**config.mk**
```make
export PLATFORM = sky130hd
export DESIGN_NAME = serial_lsb_comparator
export DESIGN_NICKNAME = d
export VERILOG_FILES = /design/src/rtl/serial_lsb_comparator_pkg.sv /design/src/rtl/serial_lsb_comparator_digit_cmp.sv /design/src/rtl/serial_lsb_comparator.sv
export SDC_FILE = /design/constraint.sdc
export NUM_CORES = 1
export LEC_CHECK = 0
export CAP_MARGIN = 20
export CELL_PAD_IN_SITES_DETAIL_PLACEMENT = 0
export CELL_PAD_IN_SITES_GLOBAL_PLACEMENT = 1
export CORE_ASPECT_RATIO = 1.5
export CORE_MARGIN = 4
export CORE_UTILIZATION = 39
export CTS_CLUSTER_DIAMETER = 150
export DETAILED_ROUTE_END_ITERATION = 8
export PLACE_DENSITY = 0.82
export REMOVE_ABC_BUFFERS = 1
export SETUP_SLACK_MARGIN = 0.02
export SLEW_MARGIN = 20
export SYNTH_ARGS = -nofsm -noshare
export SYNTH_HDL_FRONTEND = slang
export SYNTH_SLANG_ARGS = --single-unit
```
**constraint.sdc**
```tcl
create_clock -name clk -period 3.5 [get_ports clk]
set_clock_uncertainty 0.15 [all_clocks]
set_input_delay 0.525 -clock clk [delete_from_list [all_inputs] [get_ports clk]]
set_output_delay 0.525 -clock clk [all_outputs]
set_load 0.05 [all_outputs]
```
**src/rtl/serial_lsb_comparator_pkg.sv**
```systemverilog
// -----------------------------------------------------------------------------
// serial_lsb_comparator_pkg
//   Shared definitions for the serial LSB-first magnitude comparator:
//   FSM state encoding, flag-vector layout and the one-hot flag constants
//   used by both the top level and the digit compare slice.
// -----------------------------------------------------------------------------
package serial_lsb_comparator_pkg;

    typedef enum logic [1:0] {
        ST_IDLE    = 2'd0,
        ST_COMPARE = 2'd1,
        ST_DONE    = 2'd2
    } state_t;

    // Bit positions of the individual result flags inside flags_t.
    localparam int FLG_GT    = 2;
    localparam int FLG_EQ    = 1;
    localparam int FLG_LT    = 0;
    localparam int NUM_FLAGS = 3;

    typedef logic [NUM_FLAGS-1:0] flags_t;

    localparam flags_t FLAGS_NONE = '0;
    localparam flags_t FLAGS_GT   = flags_t'(1) << FLG_GT;
    localparam flags_t FLAGS_EQ   = flags_t'(1) << FLG_EQ;
    localparam flags_t FLAGS_LT   = flags_t'(1) << FLG_LT;

endpackage

```
**src/rtl/serial_lsb_comparator_digit_cmp.sv**
```systemverilog
// -----------------------------------------------------------------------------
// serial_lsb_comparator_digit_cmp
//   Combinational compare of one DIGIT-bit slice of the operands. Because the
//   scan runs LSB -> MSB, any unequal digit simply overwrites the running
//   result; an equal digit passes the previous result through.
//
// Ports
//   prev_flags   in   3       running {gt,eq,lt} from less significant digits
//   digit_a      in   DIGIT   current digit of operand A
//   digit_b      in   DIGIT   current digit of operand B
//   msb_signed   in   1       this is the top digit of a two's-complement compare
//   next_flags   out  3       updated {gt,eq,lt}
// -----------------------------------------------------------------------------
module serial_lsb_comparator_digit_cmp
    import serial_lsb_comparator_pkg::*;
#(
    parameter int DIGIT = 1
) (
    input  flags_t           prev_flags,
    input  logic [DIGIT-1:0] digit_a,
    input  logic [DIGIT-1:0] digit_b,
    input  logic             msb_signed,
    output flags_t           next_flags
);

    logic sign_differs;

    assign sign_differs = msb_signed && (digit_a[DIGIT-1] != digit_b[DIGIT-1]);

    always_comb begin
        // NOTE: default assignment first, so every path writes next_flags and
        // no latch is inferred.
        next_flags = prev_flags;
        if (sign_differs) begin
            // A negative sign bit makes A the smaller operand, the opposite of
            // the unsigned sense. With equal sign bits the plain unsigned
            // compare of the digit is already correct.
            next_flags = digit_a[DIGIT-1] ? FLAGS_LT : FLAGS_GT;
        end else if (digit_a > digit_b) begin
            next_flags = FLAGS_GT;
        end else if (digit_a < digit_b) begin
            next_flags = FLAGS_LT;
        end
    end

endmodule

```
**src/rtl/serial_lsb_comparator.sv**
```systemverilog
// -----------------------------------------------------------------------------
// serial_lsb_comparator
//   Multi-cycle magnitude comparator. Operands are captured on a valid/ready
//   handshake, then scanned LSB -> MSB, DIGIT bits per cycle; more significant
//   digits override less significant ones. The result is held with outvalid
//   until the consumer raises inpready.
//
// Parameters
//   WIDTH   operand width in bits
//   DIGIT   bits compared per cycle (WIDTH must be a multiple of DIGIT)
//
// Ports
//   clk        in   1      rising-edge clock
//   rst_n      in   1      asynchronous active-low reset
//   inpvalid   in   1      operand request valid
//   outready   out  1      operands accepted (high only in IDLE)
//   inpa       in   WIDTH  operand A
//   inpb       in   WIDTH  operand B
//   inpsigned  in   1      1 = two's-complement compare, 0 = unsigned
//   outvalid   out  1      result valid (high only in DONE)
//   inpready   in   1      consumer accepts the result
//   outgt      out  1      A > B
//   outeq      out  1      A == B
//   outlt      out  1      A < B
// -----------------------------------------------------------------------------
module serial_lsb_comparator
    import serial_lsb_comparator_pkg::*;
#(
    parameter int WIDTH = 32,
    parameter int DIGIT = 1
) (
    input  logic             clk,
    input  logic             rst_n,
    input  logic             inpvalid,
    output logic             outready,
    input  logic [WIDTH-1:0] inpa,
    input  logic [WIDTH-1:0] inpb,
    input  logic             inpsigned,
    output logic             outvalid,
    input  logic             inpready,
    output logic             outgt,
    output logic             outeq,
    output logic             outlt
);

    localparam int NDIG = WIDTH / DIGIT;
    localparam int CW   = (NDIG > 1) ? $clog2(NDIG) : 1;
    localparam logic [CW-1:0] LAST = CW'(NDIG - 1);

    generate
        if ((DIGIT < 1) || (WIDTH % DIGIT != 0)) begin : g_bad_digit
            $error("serial_lsb_comparator: WIDTH must be a positive multiple of DIGIT");
        end
    endgenerate

    state_t           state;
    logic [CW-1:0]    count;
    logic [WIDTH-1:0] a_q;
    logic [WIDTH-1:0] b_q;
    logic             signed_q;
    flags_t           flags;
    flags_t           flags_next;
    logic             msb_signed;

    // The sign rule only applies to the digit holding bit WIDTH-1.
    assign msb_signed = signed_q && (count == LAST);

    serial_lsb_comparator_digit_cmp #(
        .DIGIT (DIGIT)
    ) u_digit_cmp (
        .prev_flags (flags),
        .digit_a    (a_q[DIGIT-1:0]),
        .digit_b    (b_q[DIGIT-1:0]),
        .msb_signed (msb_signed),
        .next_flags (flags_next)
    );

    // NOTE: all state uses non-blocking assignments so every register samples
    // the pre-edge values, independent of statement order.
    always_ff @(posedge clk or negedge rst_n) begin
        if (!rst_n) begin
            state    <= ST_IDLE;
            count    <= '0;
            // NOTE: the operand copies are reset along with the control state;
            // they are few flops and it keeps the datapath free of X after reset.
            a_q      <= '0;
            b_q      <= '0;
            signed_q <= 1'b0;
            flags    <= FLAGS_NONE;
            outvalid <= 1'b0;
            outready <= 1'b1;
        end else begin
            case (state)
                ST_IDLE: begin
                    if (inpvalid && outready) begin
                        a_q      <= inpa;
                        b_q      <= inpb;
                        signed_q <= inpsigned;
                        flags    <= FLAGS_EQ;
                        count    <= '0;
                        outready <= 1'b0;
                        state    <= ST_COMPARE;
                    end
                end

                ST_COMPARE: begin
                    flags <= flags_next;
                    // Shifting brings the next digit to the bottom, so the
                    // compare slice always looks at bits [DIGIT-1:0].
                    a_q   <= a_q >> DIGIT;
                    b_q   <= b_q >> DIGIT;
                    if (count == LAST) begin
                        outvalid <= 1'b1;
                        state    <= ST_DONE;
                    end else begin
                        count <= count + 1'b1;
                    end
                end

                ST_DONE: begin
                    if (inpready) begin
                        outvalid <= 1'b0;
                        outready <= 1'b1;
                        state    <= ST_IDLE;
                    end
                end

                default: begin
                    outvalid <= 1'b0;
                    outready <= 1'b1;
                    state    <= ST_IDLE;
                end
            endcase
        end
    end

    assign outgt = flags[FLG_GT];
    assign outeq = flags[FLG_EQ];
    assign outlt = flags[FLG_LT];

endmodule
```
After elaboration in Yosys (flattened, before gate mapping)
Index checks and enable logic that the tools add are counted.
{"block": "totals", "reg_bits": 77, "in_bits": 69, "out_inout_bits": 5, "word_cells": 57}
{"block": "classes", "n_addsub": 1, "magnitude_cmp": 2, "eq_ne": 9, "muxes": 23, "bitwise": 2, "reduce_logical": 12}
{"cell": "one-hot mux 32 bit (2 select lines)", "count": 2}
{"cell": "two-way mux 32 bit", "count": 2}
{"cell": "two-way mux 3 bit", "count": 5}
{"cell": "AND reduction 3 bit", "count": 5}
{"cell": "two-way mux 5 bit", "count": 2}
{"cell": "one-hot mux 5 bit (2 select lines)", "count": 1}
{"cell": "inequality test 2 bit, second input constant", "count": 4}
{"cell": "two-way mux 2 bit", "count": 3}
{"cell": "one-hot mux 1 bit (3 select lines)", "count": 2}
{"cell": "one-hot mux 2 bit (3 select lines)", "count": 1}
{"cell": "one-hot mux 3 bit (2 select lines)", "count": 1}
{"cell": "adder 5 x 1 -> 5 bit, second input constant", "count": 1}
{"cell": "equality test 5 bit, second input constant", "count": 1}
{"cell": "two-way mux 1 bit", "count": 4}
{"cell": "inequality test 4 x 1 -> 1 bit, second input constant", "count": 1}
{"cell": "AND reduction 2 bit", "count": 2}
{"cell": "logical AND 1 bit", "count": 3}
{"cell": "equality test 2 x 1 -> 1 bit, second input constant", "count": 1}
{"cell": "equality test 2 bit, second input constant", "count": 1}
{"cell": "logical NOT 2 bit", "count": 1}
{"cell": "NOT 1 bit", "count": 2}
{"cell": "nonzero test 2 bit", "count": 1}
{"cell": "> comparator 1 bit", "count": 1}
{"cell": "< comparator 1 bit", "count": 1}
{"cell": "inequality test 1 bit", "count": 1}

Longest topological paths before layout
Gate-level depths: netlist of the first run.
{"block": "logic_depth", "word_depth": 5, "mapped_depth": 6}

Cells and area by module
A second synthesis of the first run with hierarchy kept.
{"block": "unflattened", "cells_unflattened": 418, "hier_area_um2": 3604.7}
{"mod": "serial_lsb_comparator", "instances": 1, "cells_per_inst": 404, "area_per_inst_um2": 3494.6}
{"mod": "serial_lsb_comparator_digit_cmp", "instances": 1, "cells_per_inst": 14, "area_per_inst_um2": 110.1}

Least setup slack after synthesis of the first run
Ideal clock, no wire load.
{"block": "synth_path", "path_kind": "reg-to-reg", "from": "register count[0]", "to": "register count[0]", "setup_ps": 125, "t_arrival_ps": 1620, "required_ps": 3225, "slack_ps": 1605, "stages_incl_launch_ff": 7, "n_path_buf": 0, "synth_period_minus_slack_ps": 1895, "cell_sequence": "dfrtp_1 > ha_1 > and3_1 > ha_1 > nor3b_2 > nor2_1 > mux2_2"}
{"block": "synth_via", "elab_chain_len": 3}
{"item": "from (decl)", "line": "serial_lsb_comparator.sv:57", "text": "logic [CW-1:0] count;"}
{"item": "from (signal assigned)", "line": "serial_lsb_comparator.sv:116", "text": "count <= count + 1'b1;"}
{"item": "adder 5 x 1 -> 5 bit or equality test 5 bit (tied branches)", "line": "serial_lsb_comparator.sv:116, serial_lsb_comparator.sv:112"}
{"item": "two-way mux 5 bit or inequality test 2 bit (tied branches)"}
{"item": "one-hot mux 5 bit (2 select lines) or AND reduction 3 bit (tied branches)"}
Several ways; a longest one is shown, not always the timed one. The select of a mux whose other input is x is not followed.
A chain may end at the register's enable or synchronous reset.

Worst setup path after layout of the first run
{"block": "layout_path", "from": "register outready", "to": "output outready"}
{"item": "from (decl)", "line": "serial_lsb_comparator.sv:35", "text": "output logic outready,"}
{"item": "from (signal assigned)", "line": "serial_lsb_comparator.sv:91", "text": "outready <= 1'b1;"}
{"item": "from (signal assigned)", "line": "serial_lsb_comparator.sv:101", "text": "outready <= 1'b0;"}
{"item": "from (signal assigned)", "line": "serial_lsb_comparator.sv:123", "text": "outready <= 1'b1;"}
No word-level cell between the ends.

==> flow_summary.json, run 1 <==
{
  "status": "complete, no violations",
  "hp-class": "input port to async pin",
  "gp_congestion": 0.733,
  "path_max_fanout": 6,
  "antenna_found_initial": 0,
  "tns_ns": 0,
  "syn_to_final_growth_pct": 29.3,
  "ys_seq_area_frac": 0.523,
  "cts_max_level": 3,
  "drtIter0Drc": 187,
  "die_x_um": 87.4,
  "r2r_end": "b_q[18]",
  "netlist_instances": 339,
  "crit_family": "buffers and inverters",
  "critical_path.max_stage_delay_ns": 0.82,
  "netlist_area_mm2": 0.00369,
  "maxSlewHeadroom": 0.295,
  "startpoint": "outready",
  "hold_viol": 0,
  "clk_pin_slew_worst_paths_ns": 0.06,
  "via_count": 2797,
  "max-vdd-ir-drop_uv": 244,
  "startpoint_type": "flip-flop",
  "setup_viol": 0,
  "synth_seq_cells": 77,
  "clkLatencyLatePin_ns": 0.33,
  "cts_max_path_buffers": 2,
  "critPathBufInv": 1,
  "synth.largest_area_cell": "dfrtp_1",
  "wl_um": 8110,
  "cap_violations": 0,
  "die_area_mm2": 0.0111,
  "drtPass1Iterations": 4,
  "synth.avg_cell_area_um2": 10.9,
  "leakage_nw": 1.96,
  "total_power_w": 0.00207,
  "std_cell_rows": 43,
  "cts_resized": 0,
  "n_antenna_cell": 0,
  "reg2reg_setup_slack_ns": 1.11,
  "cp.depth": 1,
  "post-route-util": 0.516,
  "worstPathRequired_ns": 2.82,
  "worst_pin_slew_ns": 1.06,
  "yosysTopAreaCellShare": 0.516,
  "drc": 0,
  "yosysWarnings": 0,
  "nNetsFinal": 470,
  "reg2reg_from": "state[1]",
  "slew_violations": 0,
  "crit_path_top_delay_cell": "clkdlybuf4s50_1",
  "netlist_top_cells_area": "dfrtp_1, mux2i_1, o21ai_0",
  "cts_sinks": 77,
  "rsz0062_at_grt": "false",
  "reg2regPathDepth": 2,
  "period_needed_ns": 2.42,
  "io_pins": 74,
  "dp_hpwl_um": 5170,
  "synth.distinct_cells": 35,
  "post_dp_cell_area_mm2": 0.00443,
  "clockRootBuffer": "clkbuf_16",
  "grt_max_degree": 78,
  "track_usage": 0.153,
  "cp.arrival_ns": 1.75,
  "ant_nets": 0,
  "wl_per_cell_um": 15.7,
  "routed_via_density": 5.43,
  "fin_area_mm2": 0.00477,
  "grt_pass1_vias": 2765,
  "endpoint": "outready",
  "port_buffers": 73,
  "p_per_area_mw_per_mm2": 434,
  "hold_slack_ns": 0.184,
  "grt-ovfl-total": 0,
  "path_cells": "clkdlybuf4s50_1",
  "clock.fmax_mhz": 413,
  "initial_core_util": 0.399,
  "drive_gt1_frac": 0.0769,
  "fp.coreArea_mm2": 0.00925,
  "die_height_um": 127,
  "grt_pass1_wl_um": 13400,
  "cts_buffers": 9,
  "post-route-period-util": 0.692,
  "endpoint_kind": "primary output",
  "post_cts_buffers": 0,
  "hold_buffers": 0,
  "cts_tree": "yes",
  "path_class": "flip-flop to primary output"
}
## flip-flops by register name (all words and copies together), names as in the netlist
| name | count |
|---|---|
| a_q | 32 |
| b_q | 32 |
| count | 5 |
| flags | 3 |
| state | 2 |
| outready | 1 |
| outvalid | 1 |
| signed_q | 1 |
## metal layers
metal / vias up / global-route usage / routed length [um]
met5: - / 0 / 0
met2: 53 / 0.250 / 4220
li1: 1344 / - / -
met3: 7 / 0.0452 / 333
met1: 1393 / 0.193 / 3450
met4: 0 / 0.0515 / 109
## kinds of logic after synthesis
family | after synthesis | share of synthesized area
AO/OA/AOI/OAI | 140 | 0.202
flip-flops | 77 | 0.523
XOR/XNOR | 1 | 0.00237
AND/OR/NAND/NOR | 21 | 0.0380
buffers and inverters | 34 | 0.0533
adder cells (fa/ha/maj) | 3 | 0.0102
multiplexers | 63 | 0.171
## synth_stat cells
master,number
o21ai_1,11
a311oi_2,1
nor2b_1,1
mux2i_1,62
nand2_1,6
or2_1,1
dfstp_2,1
nor2_1,4
or3b_4,1
inv_1,4
and4bb_2,1
o22a_1,1
o21ai_0,114
buf_6,7
nor4bb_1,1
ha_1,3
o31ai_1,1
a21oi_1,4
a211oi_1,1
clkbuf_1,12
dfrtp_1,76
a31o_1,1
nand3_1,1
nand4bb_1,1
clkbuf_2,2
a21oi_2,1
buf_2,8
nor3b_2,1
nand2b_4,1
mux2_2,1
and3_1,1
or4_1,1
buf_4,1
xnor2_1,1
a22o_1,5
## layout by cell type (no fill, tap or decap), types with 2 or more instances in the layout
master and instances:
o21ai_0 114, dfrtp_1 75, clkdlybuf4s50_1 72, mux2i_1 62, o21ai_1 11, clkbuf_16 9, nand2_1 6, buf_4 6
a22o_1 5, inv_1 4, a21oi_1 4, nor2_1 4, ha_1 3, bufinv_16 3, clkbuf_1 2
## per-stage QoR
stage / std cells / setup slack (ns)
floorplan: 309 / -2.12
global placement: 499 / 0.903
detailed placement: 499 / 0.872
CTS: 515 / 1.05
global route: 515 / 0.918
finish: 515 / 1.08
## layout make-up
| class | instances | area [um^2] |
|---|---|---|
| Fill cell | 883 | 4480 |
| Multi-Input combinational cell | 228 | 1580 |
| Sequential cell | 77 | 1930 |
| Timing Repair Buffer | 78 | 766 |
| Tap cell | 112 | 140 |
| Clock inverter | 4 | 95.1 |
| Clock buffer | 12 | 246 |
| Inverter | 4 | 15.0 |
## how the worst min path moves through the flow
stage,from,end,slack (ns),cells past startpoint
2_1_floorplan,rst_n,a_q[0],0.08,0
3_3_place_gp,flags[1],flags[1],0.31,2
3_5_place_dp,flags[1],flags[1],0.32,2
4_1_cts,rst_n,a_q[2],0.24,1
5_1_grt,rst_n,b_q[11],0.28,1
6_report,rst_n,b_q[11],0.18,1
## report_power, final
| group | internal (W) | switching, W | leakage (nW) | total, W |
|---|---|---|---|---|
| clock | 0.000715 | 0.000347 | 0.167 | 0.00106 |
| sequential | 0.000891 | 0 | 1.04 | 0.000891 |
| combinational | 0.0000777 | 0.0000406 | 0.746 | 0.000118 |
| total | 0.00168 | 0.000387 | 1.96 | 0.00207 |
(Power assumes the default switching activity.)
==> inputs of run 2 (changes only) <==
Settings changed: CORE_UTILIZATION 39 to 36, PLACE_DENSITY 0.82 to 0.8.
Clock period 3.5 ns to 2.2 ns, I/O delays scaled along.
==> run 2 against run 1 <==
  * Sequential share of layout area decreased by 0.60 points
  * Critical path depth up 5
  * Via count decreased by 0.32%
  * Routed wire length increased by 2.6%
  * First-iteration DRC count fell by 37%
  * Cell count is 2.7% higher
  * Non-clock buffer count increased by 9
  * Core utilization fell by 3.5 points
  * Global-route usage fell by 0.70 points
  * Design area rose by 1.5%
  * Clock power grew 32%
  * Critical path type is now flip-flop to flip-flop
==> flow_summary.json, run 2 (synthesized netlist as in run 1, its figures left out) <==
{
  "status": "complete, no violations",
  "cts_sinks": 77,
  "cts_max_level": 3,
  "worstPathRequired_ns": 2.27,
  "clk_pin_slew_worst_paths_ns": 0.06,
  "wl_um": 8320,
  "drive_gt1_frac": 0.0947,
  "post-route-period-util": 0.938,
  "dp_hpwl_um": 5530,
  "top_regs": "a_q: 32 flops, b_q: 32 flops, count: 5 flops",
  "p_per_area_mw_per_mm2": 622,
  "drtIter0Drc": 117,
  "cts_buffers": 9,
  "clockRootBuffer": "clkbuf_16",
  "clock.fmax_mhz": 485,
  "fp.coreArea_mm2": 0.0101,
  "die_height_um": 132,
  "syn_to_final_growth_pct": 31.3,
  "wl_per_cell_um": 15.7,
  "clkLatencyLatePin_ns": 0.33,
  "die_x_um": 90.6,
  "initial_core_util": 0.366,
  "cts_max_path_buffers": 2,
  "drc": 0,
  "startpoint_type": "flip-flop",
  "area.sequential_mm2": 0.00193,
  "cp.arrival_ns": 2.13,
  "path_class": "flip-flop to flip-flop",
  "grt_pass1_vias": 2914,
  "ant_nets": 0,
  "grt-ovfl-total": 0,
  "nNetsFinal": 479,
  "port_buffers": 73,
  "die_area_mm2": 0.0120,
  "cts_tree": "yes",
  "tns_ns": 0,
  "gp_congestion": 0.788,
  "maxSlewHeadroom": 0.625,
  "post_cts_buffers": 0,
  "n_antenna_cell": 0,
  "setup_viol": 0,
  "grt_max_degree": 63,
  "multiInputGateArea_mm2": 0.00159,
  "fill_cells": 941,
  "std_cell_rows": 45,
  "track_usage": 0.146,
  "post-route-util": 0.480,
  "routed_via_density": 5.27,
  "worst_pin_slew_ns": 0.562,
  "cap_violations": 0,
  "max-vdd-ir-drop_uv": 392,
  "drtPass1Iterations": 4,
  "path_max_fanout": 8,
  "endpoint_kind": "flip-flop",
  "hold_viol": 0,
  "antenna_found_initial": 0,
  "grt_pass1_wl_um": 14200,
  "hp-class": "input port to async pin",
  "io_pins": 74,
  "final_cell_mix": "o21ai_0, dfrtp_1, clkdlybuf4s50_1",
  "rsz0062_at_grt": "false",
  "leakage_nw": 1.99,
  "layout_commonest_cell": "o21ai_0",
  "slew_violations": 0,
  "via_count": 2788,
  "period_needed_ns": 2.06
}
## run 2: changes by cell type in the layout (fill, tap and decap cells not counted), sizes merged
cell / previous run / this run
clkdlybuf4s50: 72 / 71
dlygate4sd3: 0 / 1
buf: 6 / 15
clkbuf: 12 / 15
bufinv: 3 / 0
## run 2: worst paths after layout
| check | from | to | slack (ns) | cells after the start |
|---|---|---|---|---|
| worst min-delay path | rst_n | a_q[23] | 0.33 | 2 |
| min in group clk | flags[1] | flags[1] | 0.33 | 2 |
| worst max-delay path | count[0] | count[0] | 0.14 | 6 |
| worst max register to register | count[0] | count[0] | 0.14 | 6 |
| worst min register to register | flags[1] | flags[1] | 0.33 | 2 |
| max in group asynchronous | rst_n | b_q[7] | 0.96 | 3 |
## run 2: what timing repair did
item / in CTS / in global routing
hold endpoints to repair: 30 / 0
hold buffers: 1 / 0
gates resized for setup: 0 / 1
endpoints found under the setup margin: 0 / 1
## run 2: where the power goes
part | total [W] | internal [W] | switching [W]
logic | 0.000195 | 0.000130 | 0.0000655
registers | 0.00142 | 0.00142 | 0
clock network | 0.00140 | 0.000856 | 0.000543
total | 0.00301 | 0.00240 | 0.000609
## run 2: area by class of cell
type | instances | area share
Inverter | 4 | 0.00310
Timing Repair Buffer | 87 | 0.182
Multi-Input combinational cell | 228 | 0.327
Tap cell | 117 | 0.0302
Sequential cell | 77 | 0.398
Clock buffer | 15 | 0.0574
Clock inverter | 1 | 0.00103
## run 2: worst max-delay path: stages, from the launching register on
cell and delay, ns:
dfrtp_1 0.40, ha_1 0.21, and3_1 0.19, ha_1 0.31, nor3b_4 0.30, nor2_1 0.11
mux2_2 0.28
## run 2: per-stage QoR
step | hold WS [ns] | std cells | cell area (um^2) | worst slack (ns) | power, W
floorplan | -0.116 | 309 | 3510 | -3.42 | 0.00147
global route | 0.362 | 529 | 4840 | 0.0213 | 0.00313
CTS | 0.336 | 529 | 4840 | 0.0930 | 0.00305
global placement | 0.155 | 512 | 4540 | 0.133 | 0.00164
finish | 0.325 | 529 | 4840 | 0.137 | 0.00301
detailed placement | 0.155 | 512 | 4540 | 0.102 | 0.00164
## run 2: routing by layer
| metal | up-vias | global-route usage | share of wire |
|---|---|---|---|
| met1 | 1351 | 0.180 | 0.42 |
| met4 | 0 | 0.0733 | 0.021 |
| met2 | 63 | 0.245 | 0.51 |
| li1 | 1362 | - | - |
| met3 | 12 | 0.0268 | 0.043 |
| met5 | - | 0 | 0 |
==> variant 1 (flow settings as in run 1) <==
Set the package constant `NUM_FLAGS` to 5 (it was 3).
--- a/src/rtl/serial_lsb_comparator_pkg.sv
+++ b/src/rtl/serial_lsb_comparator_pkg.sv
@@ -17,5 +17,5 @@
     localparam int FLG_EQ    = 1;
     localparam int FLG_LT    = 0;
-    localparam int NUM_FLAGS = 3;
+    localparam int NUM_FLAGS = 5;
 
     typedef logic [NUM_FLAGS-1:0] flags_t;
Formal check against the unedited RTL: same outputs for any inputs over 10 cycles, from zero or initial values and one cycle with rst_n low; that may be too few to reach the edited logic, so the function may still have changed.
==> variant 1 against run 1 <==
  * Count of clock-buffer cells in the layout is 2 lower
  * Global-route usage fell by 0.27 points
  * Synthesized area about the same
  * Largest cell class unchanged
  * Sequential power about the same
  * Sequential cell count is the same
  * Critical path depth unchanged
  * Setup slack better by 4.5 ps
  * Routed wire length hardly changed
  * Total power is 0.30% higher
  * Hold slack gained 4.3 ps
  * Cell area about the same
==> variant 1: results (changes against run 1) <==
\begin{tabular}{lr}
\hline
Metric & Value \\
\hline
\multicolumn{2}{l}{\textbf{Status}} \\
Outcome & finished clean (unchanged) \\
\multicolumn{2}{l}{\textbf{Pwr}} \\
Switching Power & 0.395 mW (was 0.387 mW) \\
Static Leak & 1.95 nW (was 1.96 nW) \\
IR drop worst, VDD & 0.000254 V (was 0.000244 V) \\
Clock network power share & 0.514 (was 0.513) \\
\multicolumn{2}{l}{\textbf{Global route}} \\
Met2 Usage GRT & 0.227 (was 0.250) \\
Met3 GRT Util & 0.0271 (was 0.0452) \\
Met1 track demand over resource in global routing & 0.210 (was 0.193) \\
First-pass GRT wire length & 13,200 um (was 13,400 um) \\
Number of global-route vias before repair & 2,682 (was 2,765) \\
GRT Overall Usage & 0.151 (was 0.153) \\
\multicolumn{2}{l}{\textbf{Worst setup path}} \\
Critical register-to-register path startpoint & state[1]\$\_DFFE\_PN0P\_ (unchanged) \\
Capture instance of the worst register-to-register path & b\_q[28]\$\_DFFE\_PN0P\_ (was b\_q[18]\$\_DFFE\_PN0P\_) \\
\multicolumn{2}{l}{\textbf{Synth}} \\
Number of library cell types mapped by synthesis & 30 (was 35) \\
Top cells by area, synth & dfrtp\_1 (52\%), mux2i\_1 (17\%), o21ai\_0 (8.6\%) (was dfrtp\_1 (52\%), mux2i\_1 (17\%), o21ai\_0 (15\%)) \\
Commonest cells post-synth & dfrtp\_1 (76), mux2i\_1 (63), o21ai\_0 (63), o21ai\_1 (62), clkbuf\_1 (12) (was o21ai\_0 (114), dfrtp\_1 (76), mux2i\_1 (62), clkbuf\_1 (12), o21ai\_1 (11)) \\
\multicolumn{2}{l}{\textbf{Placement}} \\
Routability cong. & 0.700 (was 0.733) \\
Half-perimeter wire length of the detailed placement result & 5130 um (was 5170 um) \\
Pre-CTS setup slack & 784 ps (was 872 ps) \\
Standard cell area after detailed placement & 4420 sq um (was 4430 sq um) \\
\multicolumn{2}{l}{\textbf{Clock network}} \\
Insertion delay of the later-clocked pin in the worst-skew pair & 330 ps (about the same) \\
\multicolumn{2}{l}{\textbf{Route}} \\
Wirelength per Cell & 15.8 um (was 15.7 um) \\
Number of design-rule violations left by the first detailed-router iteration & 248 (was 187) \\
Total routed wire length on the met1 layer & 3540 um (was 3450 um) \\
Router iterations before antenna repair & 5 (was 4) \\
Routed length on met3 & 400 um (was 333 um) \\
Detail Route met2 WL & 4000 um (was 4220 um) \\
\multicolumn{2}{l}{\textbf{Final layout}} \\
Net count, final & 468 (was 470) \\
Layout cell share with drive strength beyond 1 & 0.0773 (was 0.0769) \\
\multicolumn{2}{l}{\textbf{Timing}} \\
Final worst hold slack & 188 ps (was 184 ps) \\
\hline
\end{tabular}
variant 1: cell count changes after synthesis, sizes merged:
cell | before | now
or4 | 1 | 0
mux2i | 62 | 63
nand2 | 6 | 7
nor4bb | 1 | 0
o31ai | 1 | 0
and4bb | 1 | 2
nand2b | 1 | 0
nand3 | 1 | 0
clkbuf | 14 | 12
buf | 16 | 17
a21oi | 5 | 4
nand4 | 0 | 1
variant 1: cells by family after synthesis:
| family | Yosys count | share of synthesized area |
|---|---|---|
| DFF | 77 | 0.523 |
| AOI/OAI and AO/OA | 138 | 0.199 |
| adders and majority gates | 3 | 0.0102 |
| buffers and inverters | 33 | 0.0556 |
| xor gates and xnor gates | 1 | 0.00238 |
| muxes | 64 | 0.174 |
| and+or+nand+nor | 20 | 0.0360 |
variant 1: layout make-up:
class	count	area, sq um	share of cell area
timing repair buffer	78	766	0.161
clock inverter	6	110	0.0231
multi-input combinational	226	1570	0.329
tap	112	140	0.0294
clock buffer	10	239	0.0501
sequential	77	1930	0.405
inverter	4	15.0	0.00315
variant 1: stage by stage:
stage	instances	TNS (ps)
after detailed placement	497	0
after global placement	497	0
after floorplan	307	-141960
after global routing	513	0
final	513	0
after CTS	513	0
variant 1: worst max-delay path by stage:
stage                                    start                   to  slack (ps)  depth (start not counted)
after global routing      state[1]$_DFFE_PN0P_  a_q[21]$_DFFE_PN0P_         950                          3
after CTS                 outready$_DFFE_PN1P_             outready        1070                          1
after floorplan           state[1]$_DFFE_PN0P_   a_q[0]$_DFFE_PN0P_       -2250                          3
final                     outready$_DFFE_PN1P_             outready        1080                          1
after global placement                inpvalid  a_q[23]$_DFFE_PN0P_         810                          5
after detailed placement              inpvalid  b_q[30]$_DFFE_PN0P_         780                          5
==> variant 2 (settings of run 1) <==
Made on the original files. Make the reset (`rst_n`) synchronous in one clocked block. Comments in the files are not updated.
--- a/src/rtl/serial_lsb_comparator.sv
+++ b/src/rtl/serial_lsb_comparator.sv
@@ -78,5 +78,5 @@
     // NOTE: all state uses non-blocking assignments so every register samples
     // the pre-edge values, independent of statement order.
-    always_ff @(posedge clk or negedge rst_n) begin
+    always_ff @(posedge clk) begin
         if (!rst_n) begin
             state    <= ST_IDLE;
Formal check against the unedited RTL: differs if rst_n is asserted again (counterexample within 4 cycles, from zero or initial values and one cycle with rst_n low); with rst_n held inactive, the same outputs for 10 cycles.
==> variant 2 against run 1 <==
  * Sequential cell count is the same
  * Non-clock buffer count is the same
  * Routed wire length grew 0.96%
  * Global-route usage shrank 0.21 points
  * Sequential share of layout area shrank 6.9 points
  * Maximum frequency grew 4.5%
  * Synthesized area shrank 2.5%
  * Cell area shrank 3.6%
  * Die area shrank 2.4%
  * Setup slack gained 100 ps
  * Critical path depth grew 4
  * Critical path type is now in -> reg
  * Largest cell class is now multi-input combinational cells
  * Highest routed layer unchanged
Power is not compared: it rests on default switching activity, and its combinational part moved more than twofold at a synthesized area within 25%.
==> variant 2: results (changes against run 1) <==
\begin{tabular}{lr}
\hline
Metric & Value \\
\hline
\multicolumn{2}{l}{\textbf{Route}} \\
Routed length on met3 & 427 um (was 333 um) \\
Detail Route met2 WL & 3980 um (was 4220 um) \\
\multicolumn{2}{l}{\textbf{Worst setup path}} \\
Logic depth of the worst register-to-register path & 6 (was 2) \\
Reg2reg setup slack & 1280 ps (was 1110 ps) \\
Worst EP arrival & 2350 ps (was 1750 ps) \\
Critical register-to-register path startpoint & count[0]\$\_SDFFE\_PN0P\_ (was state[1]\$\_DFFE\_PN0P\_) \\
\multicolumn{2}{l}{\textbf{Final layout}} \\
Fraction of area in multi-input gates & 0.394 (was 0.331) \\
Layout clock area frac & 0.0634 (was 0.0716) \\
Fraction of area in registers & 0.335 (was 0.404) \\
Non-clock buffer share of cell area & 0.174 (was 0.161) \\
Net count, final & 486 (was 470) \\
Layout cell share with drive strength beyond 1 & 0.0764 (was 0.0769) \\
Layout multi-input combinational cell count & 244 (was 228) \\
\multicolumn{2}{l}{\textbf{Synth}} \\
Async SR Flop Fraction & 0 (was 1.00) \\
Post-synthesis compound-gate area fraction & 0.266 (was 0.202) \\
Multiplexer share of the synthesized area & 0.179 (was 0.171) \\
Share of synthesized cell area in full adder, half adder and majority cells & 0.0104 (was 0.0102) \\
Commonest cells post-synth & dfxtp\_1 (77), a21oi\_1 (72), mux2i\_1 (63), a211oi\_1 (54), clkbuf\_1 (18) (was o21ai\_0 (114), dfrtp\_1 (76), mux2i\_1 (62), clkbuf\_1 (12), o21ai\_1 (11)) \\
Xor-xnor portion of the synthesized cell area & 0.00244 (was 0.00237) \\
Prevailing post-synth register cell & dfxtp\_1 (was dfrtp\_1) \\
Sequential element share of the synthesized area & 0.429 (was 0.523) \\
\multicolumn{2}{l}{\textbf{Global route}} \\
First-pass GRT wire length & 13,200 um (was 13,400 um) \\
Largest net degree at the start of global routing & 66 (was 78) \\
Number of global-route vias before repair & 2,758 (was 2,765) \\
\multicolumn{2}{l}{\textbf{Status}} \\
Outcome & finished clean (unchanged) \\
\multicolumn{2}{l}{\textbf{Placement}} \\
Half-perimeter wire length of the detailed placement result & 5190 um (was 5170 um) \\
\multicolumn{2}{l}{\textbf{Pwr}} \\
Sum of internal, switching and leakage power & 2.38 mW \\
\hline
\end{tabular}
[variant 2: cell count changes after synthesis, moves of 5 or more]
cell	run 1	this run
a22o_1	5	0
dfrtp_1	76	0
o21ai_1	11	0
dfxtp_1	0	77
a211oi_1	1	54
o21ai_0	114	5
a211oi_2	0	8
clkbuf_1	12	18
a21oi_1	4	72
nand2_1	6	12
buf_6	7	1
[variant 2: per-stage QoR]
| step | util | hold WS, ps | instance area [sq um] | worst slack, ps | std cells |
|---|---|---|---|---|---|
| floorplan | - | 287 | 3360 | 780 | 325 |
| global placement | 0.479 | 295 | 4280 | 916 | 512 |
| detailed placement | 0.479 | 301 | 4280 | 862 | 512 |
| CTS | 0.511 | 309 | 4570 | 1150 | 528 |
| global route | 0.515 | 362 | 4600 | 1080 | 529 |
| finish | 0.515 | 310 | 4600 | 1180 | 529 |
[variant 2: routing by layer]
metal / vias to the layer above / global-route usage
met5: - / 0
met4: 0 / 0.0606
met1: 1387 / 0.195
li1: 1467 / -
met3: 12 / 0.0474
met2: 61 / 0.233
